===== src/rtl/pipeline_pkg.sv =====
// Shared encodings for the RV32 pipeline: ALU operations, opcodes, branch
// funct3 codes, forward selects and the execute-stage FSM states.
package pipeline_pkg;

    localparam logic [5:0] ALU_ADD   = 6'd0;
    localparam logic [5:0] ALU_SUB   = 6'd1;
    localparam logic [5:0] ALU_AND   = 6'd2;
    localparam logic [5:0] ALU_OR    = 6'd3;
    localparam logic [5:0] ALU_XOR   = 6'd4;
    localparam logic [5:0] ALU_SLL   = 6'd5;
    localparam logic [5:0] ALU_SRL   = 6'd6;
    localparam logic [5:0] ALU_SRA   = 6'd7;
    localparam logic [5:0] ALU_SLT   = 6'd8;
    localparam logic [5:0] ALU_SLTU  = 6'd9;
    localparam logic [5:0] ALU_PASSB = 6'd10;
    localparam logic [5:0] ALU_MUL   = 6'd11;
    localparam logic [5:0] ALU_MULH  = 6'd12;
    localparam logic [5:0] ALU_MULHU = 6'd13;

    localparam logic [6:0] OPC_BRANCH = 7'b1100011;
    localparam logic [6:0] OPC_JALR   = 7'b1100111;

    localparam logic [2:0] F3_BEQ  = 3'b000;
    localparam logic [2:0] F3_BNE  = 3'b001;
    localparam logic [2:0] F3_BLT  = 3'b100;
    localparam logic [2:0] F3_BGE  = 3'b101;
    localparam logic [2:0] F3_BLTU = 3'b110;
    localparam logic [2:0] F3_BGEU = 3'b111;

    localparam logic [1:0] FWD_REG = 2'd0;
    localparam logic [1:0] FWD_EM  = 2'd1;
    localparam logic [1:0] FWD_WB  = 2'd2;

    typedef enum logic [1:0] {
        ST_IDLE = 2'd0,
        ST_MUL  = 2'd1,
        ST_DONE = 2'd2
    } ex_state_e;

    function automatic logic is_mul_op(input logic [5:0] op);
        return (op == ALU_MUL) || (op == ALU_MULH) || (op == ALU_MULHU);
    endfunction

endpackage


===== src/rtl/iter_multiplier.sv =====
// Unsigned shift-add multiplier producing one product bit per cycle.
// Handshake: start_i loads operands (ignored while abort_i is high); done_o is
// high during the final iteration, and product_o holds the result afterwards.
module iter_multiplier
    import pipeline_pkg::*;
#(
    parameter int XLEN       = 32,
    parameter int MUL_CYCLES = 32
) (
    input  logic              clk_i,
    input  logic              rst_ni,
    input  logic              start_i,
    input  logic              abort_i,
    input  logic [XLEN-1:0]   a_i,
    input  logic [XLEN-1:0]   b_i,
    output logic              busy_o,
    output logic              done_o,
    output logic [2*XLEN-1:0] product_o
);

    localparam int CW = $clog2(MUL_CYCLES);

    logic              busy;
    logic [CW-1:0]     count;
    logic [2*XLEN-1:0] mcand;
    logic [XLEN-1:0]   mplier;
    logic [2*XLEN-1:0] acc;

    assign done_o    = busy && (count == CW'(MUL_CYCLES - 1));
    assign busy_o    = busy;
    assign product_o = acc;

    always_ff @(posedge clk_i or negedge rst_ni) begin
        if (!rst_ni) begin
            busy   <= 1'b0;
            count  <= '0;
            mcand  <= '0;
            mplier <= '0;
            acc    <= '0;
        end else if (abort_i) begin
            busy  <= 1'b0;
            count <= '0;
            acc   <= '0;
        end else if (start_i) begin
            busy   <= 1'b1;
            count  <= '0;
            mcand  <= {{XLEN{1'b0}}, a_i};
            mplier <= b_i;
            acc    <= '0;
        end else if (busy) begin
            if (mplier[0]) begin
                acc <= acc + mcand;
            end
            mcand  <= mcand << 1;
            mplier <= mplier >> 1;
            count  <= count + CW'(1);
            if (done_o) begin
                busy <= 1'b0;
            end
        end
    end

endmodule


===== src/rtl/execute_stage.sv =====
// Execute stage of the 5-stage RV32 pipeline: operand forwarding, ALU, branch
// and jump resolution, and an iterative multiplier that stalls upstream.
module execute_stage
    import pipeline_pkg::*;
#(
    parameter int XLEN       = 32,
    parameter int MUL_CYCLES = 32
) (
    input  logic            clk_i,
    input  logic            rst_ni,
    input  logic            valid_i,
    input  logic            flush_i,
    input  logic [XLEN-1:0] pc_i,
    input  logic [6:0]      opcode_i,
    input  logic [2:0]      funct3_i,
    input  logic [5:0]      alu_op_i,
    input  logic            alusrc1_i,
    input  logic            alusrc2_i,
    input  logic            mem_to_reg_i,
    input  logic            reg_write_i,
    input  logic            mem_read_i,
    input  logic            mem_write_i,
    input  logic            jump_i,
    input  logic [4:0]      rd_i,
    input  logic [XLEN-1:0] read_data1_i,
    input  logic [XLEN-1:0] read_data2_i,
    input  logic [XLEN-1:0] offset_i,
    input  logic [1:0]      fwd_a_i,
    input  logic [1:0]      fwd_b_i,
    input  logic [XLEN-1:0] wb_data_i,
    output logic            stall_o,
    output logic [XLEN-1:0] em_alu_result_o,
    output logic [XLEN-1:0] em_store_data_o,
    output logic [4:0]      em_rd_o,
    output logic [2:0]      em_funct3_o,
    output logic            em_mem_to_reg_o,
    output logic            em_reg_write_o,
    output logic            em_mem_read_o,
    output logic            em_mem_write_o,
    output logic            em_branch_taken_o,
    output logic [XLEN-1:0] em_branch_target_o,
    output logic [1:0]      dbg_state_o
);

    localparam int PW = 2 * XLEN;

    ex_state_e       state, state_next;
    logic [XLEN-1:0] fa, fb, op_a, op_b;
    logic [XLEN-1:0] alu_result, ex_result, br_target;
    logic            br_cond, br_taken;
    logic [4:0]      shamt;

    logic            is_mul, mul_start, mul_done, mul_busy, stall_raw;
    logic            a_neg, b_neg, mul_signed;
    logic [XLEN-1:0] a_mag, b_mag;
    logic            mul_neg, mul_high;
    logic [PW-1:0]   mul_product, mul_fixed;
    logic [XLEN-1:0] mul_result;

    // em_alu_result_o is frozen during a multiply, so forwarding sees the held value
    always_comb begin
        case (fwd_a_i)
            FWD_EM:  fa = em_alu_result_o;
            FWD_WB:  fa = wb_data_i;
            default: fa = read_data1_i;
        endcase
        case (fwd_b_i)
            FWD_EM:  fb = em_alu_result_o;
            FWD_WB:  fb = wb_data_i;
            default: fb = read_data2_i;
        endcase
    end

    assign op_a  = alusrc1_i ? pc_i : fa;
    assign op_b  = alusrc2_i ? offset_i : fb;
    assign shamt = op_b[4:0];

    always_comb begin
        alu_result = '0;
        case (alu_op_i)
            ALU_ADD:   alu_result = op_a + op_b;
            ALU_SUB:   alu_result = op_a - op_b;
            ALU_AND:   alu_result = op_a & op_b;
            ALU_OR:    alu_result = op_a | op_b;
            ALU_XOR:   alu_result = op_a ^ op_b;
            ALU_SLL:   alu_result = op_a << shamt;
            ALU_SRL:   alu_result = op_a >> shamt;
            ALU_SRA:   alu_result = XLEN'($signed(op_a) >>> shamt);
            ALU_SLT:   alu_result = {{(XLEN-1){1'b0}}, ($signed(op_a) < $signed(op_b))};
            ALU_SLTU:  alu_result = {{(XLEN-1){1'b0}}, (op_a < op_b)};
            ALU_PASSB: alu_result = op_b;
            default:   alu_result = '0;
        endcase
    end

    always_comb begin
        case (funct3_i)
            F3_BEQ:  br_cond = (fa == fb);
            F3_BNE:  br_cond = (fa != fb);
            F3_BLT:  br_cond = ($signed(fa) < $signed(fb));
            F3_BGE:  br_cond = ($signed(fa) >= $signed(fb));
            F3_BLTU: br_cond = (fa < fb);
            F3_BGEU: br_cond = (fa >= fb);
            default: br_cond = 1'b0;
        endcase
    end

    always_comb begin
        br_taken  = 1'b0;
        br_target = pc_i + offset_i;
        ex_result = alu_result;
        if (jump_i) begin
            br_taken  = 1'b1;
            ex_result = pc_i + XLEN'(4);
            if (opcode_i == OPC_JALR) begin
                br_target = (fa + offset_i) & {{(XLEN-1){1'b1}}, 1'b0};
            end
        end else if (opcode_i == OPC_BRANCH) begin
            br_taken = br_cond;
        end
    end

    // Only MULH treats operands as signed; the multiplier always sees magnitudes
    assign is_mul     = is_mul_op(alu_op_i);
    assign mul_signed = (alu_op_i == ALU_MULH);
    assign a_neg      = mul_signed & op_a[XLEN-1];
    assign b_neg      = mul_signed & op_b[XLEN-1];
    assign a_mag      = a_neg ? (~op_a + XLEN'(1)) : op_a;
    assign b_mag      = b_neg ? (~op_b + XLEN'(1)) : op_b;
    assign mul_fixed  = mul_neg ? (~mul_product + PW'(1)) : mul_product;
    assign mul_result = mul_high ? mul_fixed[PW-1:XLEN] : mul_fixed[XLEN-1:0];

    iter_multiplier #(
        .XLEN       (XLEN),
        .MUL_CYCLES (MUL_CYCLES)
    ) u_mul (
        .clk_i     (clk_i),
        .rst_ni    (rst_ni),
        .start_i   (mul_start),
        .abort_i   (flush_i),
        .a_i       (a_mag),
        .b_i       (b_mag),
        .busy_o    (mul_busy),
        .done_o    (mul_done),
        .product_o (mul_product)
    );

    always_ff @(posedge clk_i or negedge rst_ni) begin
        if (!rst_ni) begin
            state <= ST_IDLE;
        end else begin
            state <= state_next;
        end
    end

    always_comb begin
        state_next = state;
        mul_start  = 1'b0;
        stall_raw  = 1'b0;
        if (flush_i) begin
            state_next = ST_IDLE;
        end else begin
            case (state)
                ST_IDLE: begin
                    if (valid_i && is_mul) begin
                        mul_start  = 1'b1;
                        stall_raw  = 1'b1;
                        state_next = ST_MUL;
                    end
                end
                ST_MUL: begin
                    stall_raw = 1'b1;
                    if (mul_done || !mul_busy) begin
                        state_next = ST_DONE;
                    end
                end
                ST_DONE: state_next = ST_IDLE;
                default: state_next = ST_IDLE;
            endcase
        end
    end

    assign stall_o     = stall_raw & rst_ni;
    assign dbg_state_o = state;

    always_ff @(posedge clk_i or negedge rst_ni) begin
        if (!rst_ni) begin
            em_alu_result_o    <= '0;
            em_store_data_o    <= '0;
            em_rd_o            <= '0;
            em_funct3_o        <= '0;
            em_mem_to_reg_o    <= 1'b0;
            em_reg_write_o     <= 1'b0;
            em_mem_read_o      <= 1'b0;
            em_mem_write_o     <= 1'b0;
            em_branch_taken_o  <= 1'b0;
            em_branch_target_o <= '0;
            mul_neg            <= 1'b0;
            mul_high           <= 1'b0;
        end else if (flush_i) begin
            em_mem_to_reg_o   <= 1'b0;
            em_reg_write_o    <= 1'b0;
            em_mem_read_o     <= 1'b0;
            em_mem_write_o    <= 1'b0;
            em_branch_taken_o <= 1'b0;
        end else begin
            case (state)
                ST_IDLE: begin
                    if (valid_i && is_mul) begin
                        em_mem_to_reg_o   <= 1'b0;
                        em_reg_write_o    <= 1'b0;
                        em_mem_read_o     <= 1'b0;
                        em_mem_write_o    <= 1'b0;
                        em_branch_taken_o <= 1'b0;
                        mul_neg           <= a_neg ^ b_neg;
                        mul_high          <= (alu_op_i != ALU_MUL);
                    end else begin
                        em_alu_result_o    <= ex_result;
                        em_store_data_o    <= fb;
                        em_rd_o            <= rd_i;
                        em_funct3_o        <= funct3_i;
                        em_mem_to_reg_o    <= valid_i & mem_to_reg_i;
                        em_reg_write_o     <= valid_i & reg_write_i;
                        em_mem_read_o      <= valid_i & mem_read_i;
                        em_mem_write_o     <= valid_i & mem_write_i;
                        em_branch_taken_o  <= valid_i & br_taken;
                        em_branch_target_o <= br_target;
                    end
                end
                ST_DONE: begin
                    em_alu_result_o   <= mul_result;
                    em_store_data_o   <= fb;
                    em_rd_o           <= rd_i;
                    em_funct3_o       <= funct3_i;
                    em_mem_to_reg_o   <= mem_to_reg_i;
                    em_reg_write_o    <= reg_write_i;
                    em_mem_read_o     <= mem_read_i;
                    em_mem_write_o    <= mem_write_i;
                    em_branch_taken_o <= 1'b0;
                end
                default: ;
            endcase
        end
    end

endmodule


===== config.mk =====
export PLATFORM = sky130hd
export DESIGN_NAME = execute_stage
export DESIGN_NICKNAME = d
export VERILOG_FILES = /design/src/rtl/pipeline_pkg.sv /design/src/rtl/iter_multiplier.sv /design/src/rtl/execute_stage.sv
export SDC_FILE = /design/constraint.sdc
export NUM_CORES = 2
export LEC_CHECK = 0
export CELL_PAD_IN_SITES_DETAIL_PLACEMENT = 1
export CELL_PAD_IN_SITES_GLOBAL_PLACEMENT = 2
export CORE_MARGIN = 2
export CORE_UTILIZATION = 38
export DETAILED_ROUTE_END_ITERATION = 6
export PLACE_DENSITY_LB_ADDON = 0.1
export SETUP_SLACK_MARGIN = 0.1
export SYNTH_ARGS = -nofsm -noshare
export SYNTH_HDL_FRONTEND = slang
export SYNTH_SLANG_ARGS = --single-unit

===== constraint.sdc =====
create_clock -name clk_i -period 8.6 [get_ports clk_i]
set_clock_uncertainty 0.1 [all_clocks]
set_input_delay 0.86 -clock clk_i [delete_from_list [all_inputs] [get_ports clk_i]]
set_output_delay 0.86 -clock clk_i [all_outputs]
set_load 0.01 [all_outputs]

# [Yosys cells after proc, flatten, opt, wreduce, memory -nomap -nowiden]
# Index checks and enable logic that the tools add are counted.
[op_classes] shift=3 muxes=62 bitwise_logic=17 n_reduce_logical=20 div_mod_pow=0 n_lt_le_gt_ge=6 multipliers=0 eq_ne=33 add_sub_neg=10
[ops] cell="64-bit two-way mux" count=7
[ops] cell="32-bit two-way mux" count=12
[ops] cell="32-bit one-hot mux with 11 select lines" count=1
[ops] cell="32-bit one-hot mux with 2 select lines" count=4
[ops] cell="32-bit less-than comparator" count=4
[ops] cell="32-bit adder" count=3
[ops] cell="32-bit by 1-bit adder with 32-bit output, second input constant" count=2
[ops] cell="64-bit by 1-bit adder with 64-bit output, second input constant" count=1
[ops] cell="64-bit adder" count=1
[ops] cell="32-bit greater-or-equal comparator" count=2
[ops] cell="32-bit NOT" count=2
[ops] cell="64-bit NOT" count=1
[ops] cell="6-bit by 4-bit equality test with 1-bit output, second input constant" count=6
[ops] cell="32-bit by 3-bit adder with 32-bit output, second input constant" count=1
[ops] cell="32-bit AND" count=1
[ops] cell="32-bit equality test" count=1
[ops] cell="32-bit != test" count=1
[ops] cell="32-bit bitwise OR" count=1
[ops] cell="32-bit by 5-bit << shifter with 32-bit output" count=1
[ops] cell="32-bit by 5-bit right shift with 32-bit output" count=1
[ops] cell="32-bit by 5-bit >>> shifter with 32-bit output" count=1
[ops] cell="32-bit subtractor" count=1
[ops] cell="32-bit bitwise XOR" count=1
[ops] cell="6-bit by 3-bit equality test with 1-bit output, second input constant" count=4
[ops] cell="34 further kinds" count=91
[totals] memories=0 elab_cells=169 regBits=279 latchBits=0 rom_bits=0 output_inout_bits=112 ramBits=0

# [Logic depth before layout (Yosys ltp)]
[logic_depth] word_depth=10 depth_mapped=23

# [By module]
# A second synthesis with hierarchy kept.
[unflattened] cells_unflattened=4437 hier_area_um2=34181.5
[modules_own_cells] mod="execute_stage" cells_per_inst=3311 area_per_inst_um2=23953.0 instances=1
[modules_own_cells] mod="iter_multiplier" cells_per_inst=1126 area_per_inst_um2=10228.6 instances=1

# [Least setup slack after synthesis]
# OpenSTA, ideal clock, no wires.
[synth_timing] path_type="input -> register" from="input port fwd_b_i[0]" to="register em_alu_result_o[30]" required_time_ns=8.377 stages=21 arrival_ns=5.177 setup_slack_ns=3.200 cell_sequence="inv_1 ha_1 buf_4 buf_4 a221oi_1 o31a_1 clkbuf_1 buf_1 ha_1 clkbuf_1 a21o_1 a21oi_1 a21oi_1 o311ai_1 a31oi_1 a31o_2 a221oi_1 nor2_1 mux2_2 o21ai_1 o21ai_1"
[synth_between] elab_chain_cells=8 word_cells_on_any_way=16
[synth_rtl] element="start: declaration" line_no="execute_stage.sv:29" source="input logic [1:0] fwd_b_i,"
[synth_rtl] element="2-bit equality test / 2-bit by 1-bit equality test with 1-bit output (equally long branches)" line_no="execute_stage.sv:67" source="case (fwd_b_i)"
[synth_rtl] element="32-bit one-hot mux with 2 select lines *" line_no="execute_stage.sv:67"
[synth_rtl] element="32-bit two-way mux *" line_no="execute_stage.sv:75" source="assign op_b = alusrc2_i ? offset_i : fb;"
[synth_rtl] element="32-bit subtractor (tied with other cells)" line_no="execute_stage.sv:82" source="ALU_SUB: alu_result = op_a - op_b;"
[synth_rtl] element="32-bit one-hot mux with 11 select lines *" line_no="execute_stage.sv:80" source="case (alu_op_i)"
[synth_rtl] element="32-bit two-way mux *" line_no="execute_stage.sv:112" source="if (jump_i) begin"
[synth_rtl] element="32-bit two-way mux *" line_no="execute_stage.sv:209" source="if (valid_i && is_mul) begin"
[synth_rtl] element="32-bit one-hot mux with 2 select lines *" line_no="execute_stage.sv:207" source="case (state)"
[synth_rtl] element="end signal: assignment" line_no="execute_stage.sv:218" source="em_alu_result_o <= ex_result;"
[synth_rtl] element="end signal: assignment" line_no="execute_stage.sv:231" source="em_alu_result_o <= mul_result;"
[synth_rtl] element="end: declaration" line_no="execute_stage.sv:32" source="output logic [XLEN-1:0] em_alu_result_o,"
# Mark *: on every way between the ends. The rest lies on a longest branch, timed or not. The select of a mux whose other input is x is not followed.
# A chain may end at the register's enable or synchronous reset.

# [Worst setup path in the final report]
[layout_timing] from="input port fwd_b_i[0]" to="register em_alu_result_o[0]"
[layout_between] elab_chain_cells=8 word_cells_on_any_way=18
[layout_rtl] element="2-bit equality test / 2-bit by 1-bit equality test with 1-bit output (equally long branches)" line_no="execute_stage.sv:67"
[layout_rtl] element="32-bit one-hot mux with 2 select lines *" line_no="execute_stage.sv:67"
[layout_rtl] element="32-bit two-way mux *" line_no="execute_stage.sv:75"
[layout_rtl] element="32-bit subtractor (tied with other cells)" line_no="execute_stage.sv:82"
[layout_rtl] element="32-bit one-hot mux with 11 select lines *" line_no="execute_stage.sv:80"
[layout_rtl] element="32-bit two-way mux *" line_no="execute_stage.sv:112"
[layout_rtl] element="32-bit two-way mux *" line_no="execute_stage.sv:209"
[layout_rtl] element="32-bit one-hot mux with 2 select lines *" line_no="execute_stage.sv:207"
# Marked as above.

==> metrics <==
Post-Syn Area=around 0.033 mm2; layout cells sized above 1=0.06930; part of the power in the clock network=0.290; largest family of logic cells by synthesized area=compound AO/OA/AOI/OAI gates; post-synthesis async set-or-reset flop share=1.000; Internal Power=between 3 and 4 mW; clk_lat worst skew=approximately 0.63 ns; Final Hold Fails=0; Reg power frac=0.254; drt wl/cell=around 33 um; TritonCTS clock tree=built; R2R Setup Slk=2.63 ns; sequential fraction of the synthesis area=0.2087; vias in the first global route=37500; post-synthesis adder-cell area fraction=0.1013; critical path, cell by cell=clkdlybuf4s50_1, ha_2, a221oi_1, or2_2, o21ai_0, inv_1, ha_1, nand4_1, a21oi_1, o311ai_1, a31oi_1, a311oi_1, o31ai_1, a31oi_1, o21ai_0, a221oi_1, a221o_1; syn_area_per_cell=around 7.4 um2; final WL=191100 um; I/O Pins=approximately 300; CP max stage delay=0.82 ns; setup violators final=0; status=finished clean; placed insts=5784; clock transition at the registers of the reported paths=about 0.060 ns; dominant cell type by area after synthesis=dfrtp_1; period utilization=0.7718; Hold/Removal Path Class=input pin to asynchronous set/reset pin; global-route wire length before repair=around 270000 um; Post-synth top cells=nand2_1 (695), a21oi_1 (434), nor2_1 (346); fin crit period=about 6.6 ns; port buffer count=between 300 and 400; register bit total from synthesis=279; Worst Tran Pin Value=between 1 and 1.5 ns; Post-synth top flop=dfrtp_1; Clock Tree Root=clkbuf_16; GRT Util Overall=0.4136; # nets final=a little over 5000; Routability Congestion=1.039; Post-synth EDFFs=0; Die H=300.7 um; RSZ-0062 raised after global routing=false; Fill cells=approximately 11000; pwr dens=170.3 mW/mm2; Post-DRT Antenna Nets=0; max frequency=0.1507 GHz; area delta synth->final=16.76%; crit start category=input pin; Compound-Gate Fraction of Synth Area=0.3112; power share of the combinational group=0.456; DRC=0; worst vdd ir=around 0.19 mV; synth warn=0; post-cts gate resize count=0; area occupied by multi-input gates=0.02486 mm2; # H-tree levels=2; initial antenna violation count=9; post-route insts no fill=between 5000 and 6000; Die W=between 300 and 400 um; Switching Share=0.4415; via/cell ratio=~6.5; setup TNS=0 ns; final global-route overflow total=0; DRT iter0 DRCs=3920; postcts setup bufs=0; Pre-antenna DRT Iters=7; Synth Net Count=~5000; NetSw=between 2 and 3 mW; Rel. slew slack=0.1320; pin count of the biggest net entering global routing=135; Synth Area in Simple Gates=0.2052; cts hold-fix bufs=0; TritonCTS Buffers=between 40 and 50; Max-Cap Viols=0; Clock Path Buffers=3; leak pwr=approximately 17 nW; XOR/XNOR Fraction of Synth Area=0.06806; crit-path max FO=28; most common cell in the netlist=nand2_1; Pins Over Slew Limit=0; WP data arrival=~7 ns; Synth cell types=just over 100; HPWL reported at the end of detailed placement=around 150000 um; CTS Sinks=approximately 280; DIE AREA=about 0.09 mm2; Synth top area share=0.2087; crit end category=flip-flop; via count=between 30000 and 40000; kind of critical path=input pin to flip-flop; core area=between 0.08 and 0.09 mm2; Critical Path RT=around 9.0 ns; Initial Util=0.3845; post-synthesis mux area share=0.05385; sequential cell area=0.006983 mm2; critical path's slowest cell=ha_2; cell row count=108; Synth Instances=about 4500; synth top area cells=dfrtp_1 (21%), ha_1 (9.8%), nand2_1 (7.8%)
## sequential cells by signal, summed over array words and instances, names as in the netlist, 3 cells and up
| register | count |
|---|---|
| em_alu_result_o | 32 |
| em_branch_target_o | 32 |
| em_funct3_o | 3 |
| em_rd_o | 5 |
| em_store_data_o | 32 |
| u_mul.count | 5 |
| u_mul.mcand | 64 |
| u_mul.mplier | 32 |
| u_mul.product_o | 64 |
## power by group through the flow
stage	clock (mW)	combinational (mW)	sequential, mW
finish	1.93	3.04	1.69
global route	1.99	3.23	1.70
CTS	1.95	2.96	1.68
detailed placement	0	2.94	1.70
global placement	0	2.93	1.70
floorplan	0	1.75	1.65
## cell usage in the layout (no fill, tap or decap), drive strengths merged, types with 44 or more instances in the layout
cell | netlist | final
a211oi | 60 | 60
a21o | 89 | 89
a21oi | 435 | 435
a221oi | 57 | 57
a31oi | 113 | 113
buf | 80 | 86
clkbuf | 203 | 53
clkdlybuf4s50 | 0 | 304
dfrtp | 279 | 279
ha | 263 | 263
inv | 151 | 154
mux2 | 44 | 44
mux2i | 126 | 126
nand2 | 695 | 695
nand2b | 66 | 66
nand3 | 79 | 79
nand4 | 50 | 50
nor2 | 348 | 348
nor3 | 55 | 55
o21ai | 375 | 375
o221ai | 44 | 44
o22ai | 44 | 44
o31ai | 50 | 50
xnor2 | 174 | 174
xor2 | 86 | 86
## logic make-up (layout without fill, tap and decap cells)
group / count (synthesis) / after routing
compound gates: 1595 / 1595
mux: 172 / 172
other cells: 0 / 2
xor+xnor: 260 / 260
buf+inv: 440 / 622
flops: 279 / 279
fa+ha+maj: 268 / 268
simple gates: 1508 / 1508
## worst paths after layout
path / start / to / depth (start not counted)
setup / recovery: fwd_b_i[0] / em_alu_result_o[0] / 17
hold / removal: rst_ni / u_mul.product_o[8] / 1
setup reg to reg: em_alu_result_o[0] / em_alu_result_o[0] / 17
hold reg to reg: em_rd_o[1] / em_rd_o[1] / 2
max in group asynchronous: rst_ni / em_branch_target_o[29] / 3
min in group clk_i: em_rd_o[1] / em_rd_o[1] / 2
## area by class of cell
class	instances	share of cell area
multi-input combinational	3803	0.6364
sequential	279	0.1787
timing repair buffer	390	0.09512
tap	1155	0.03699
clock buffer	53	0.02975
inverter	157	0.01508
clock inverter	22	0.007815
antenna	2	0.0001281
## per-layer routing
metal	vias up	GRT usage	share of wire	wire (um)
met3	461	0.09343	0.091	17430
met2	1749	0.6057	0.42	79800
met1	18950	0.5514	0.42	80310
li1	16880	-	-	-
met5	-	0	0.00028	54
met4	10	0.2516	0.071	13550
## through the flow
step                      hold slack (ns)  total power, mW  utilization  instance area, um2  setup slack [ns]
after global routing              0.04262            6.928       0.4489               39060             1.791
after global placement             0.3584            4.623       0.4320               37590             1.799
after floorplan                    0.3687            3.405            -               33460             3.200
after detailed placement           0.3644            4.643       0.4320               37590             1.567
final                             0.02300            6.655       0.4489               39070             1.963
after CTS                         0.03896            6.595       0.4489               39060             2.186
## worst max-delay path, delay by kind of cell
family                     cells  cell delay [ns]
and+or+nand+nor                2             0.53
AOI/OAI and AO/OA             11             3.45
adders and majority gates      2             1.34
buffers and inverters          2             0.83
No activity file was read; power rests on OpenSTA's default activity.
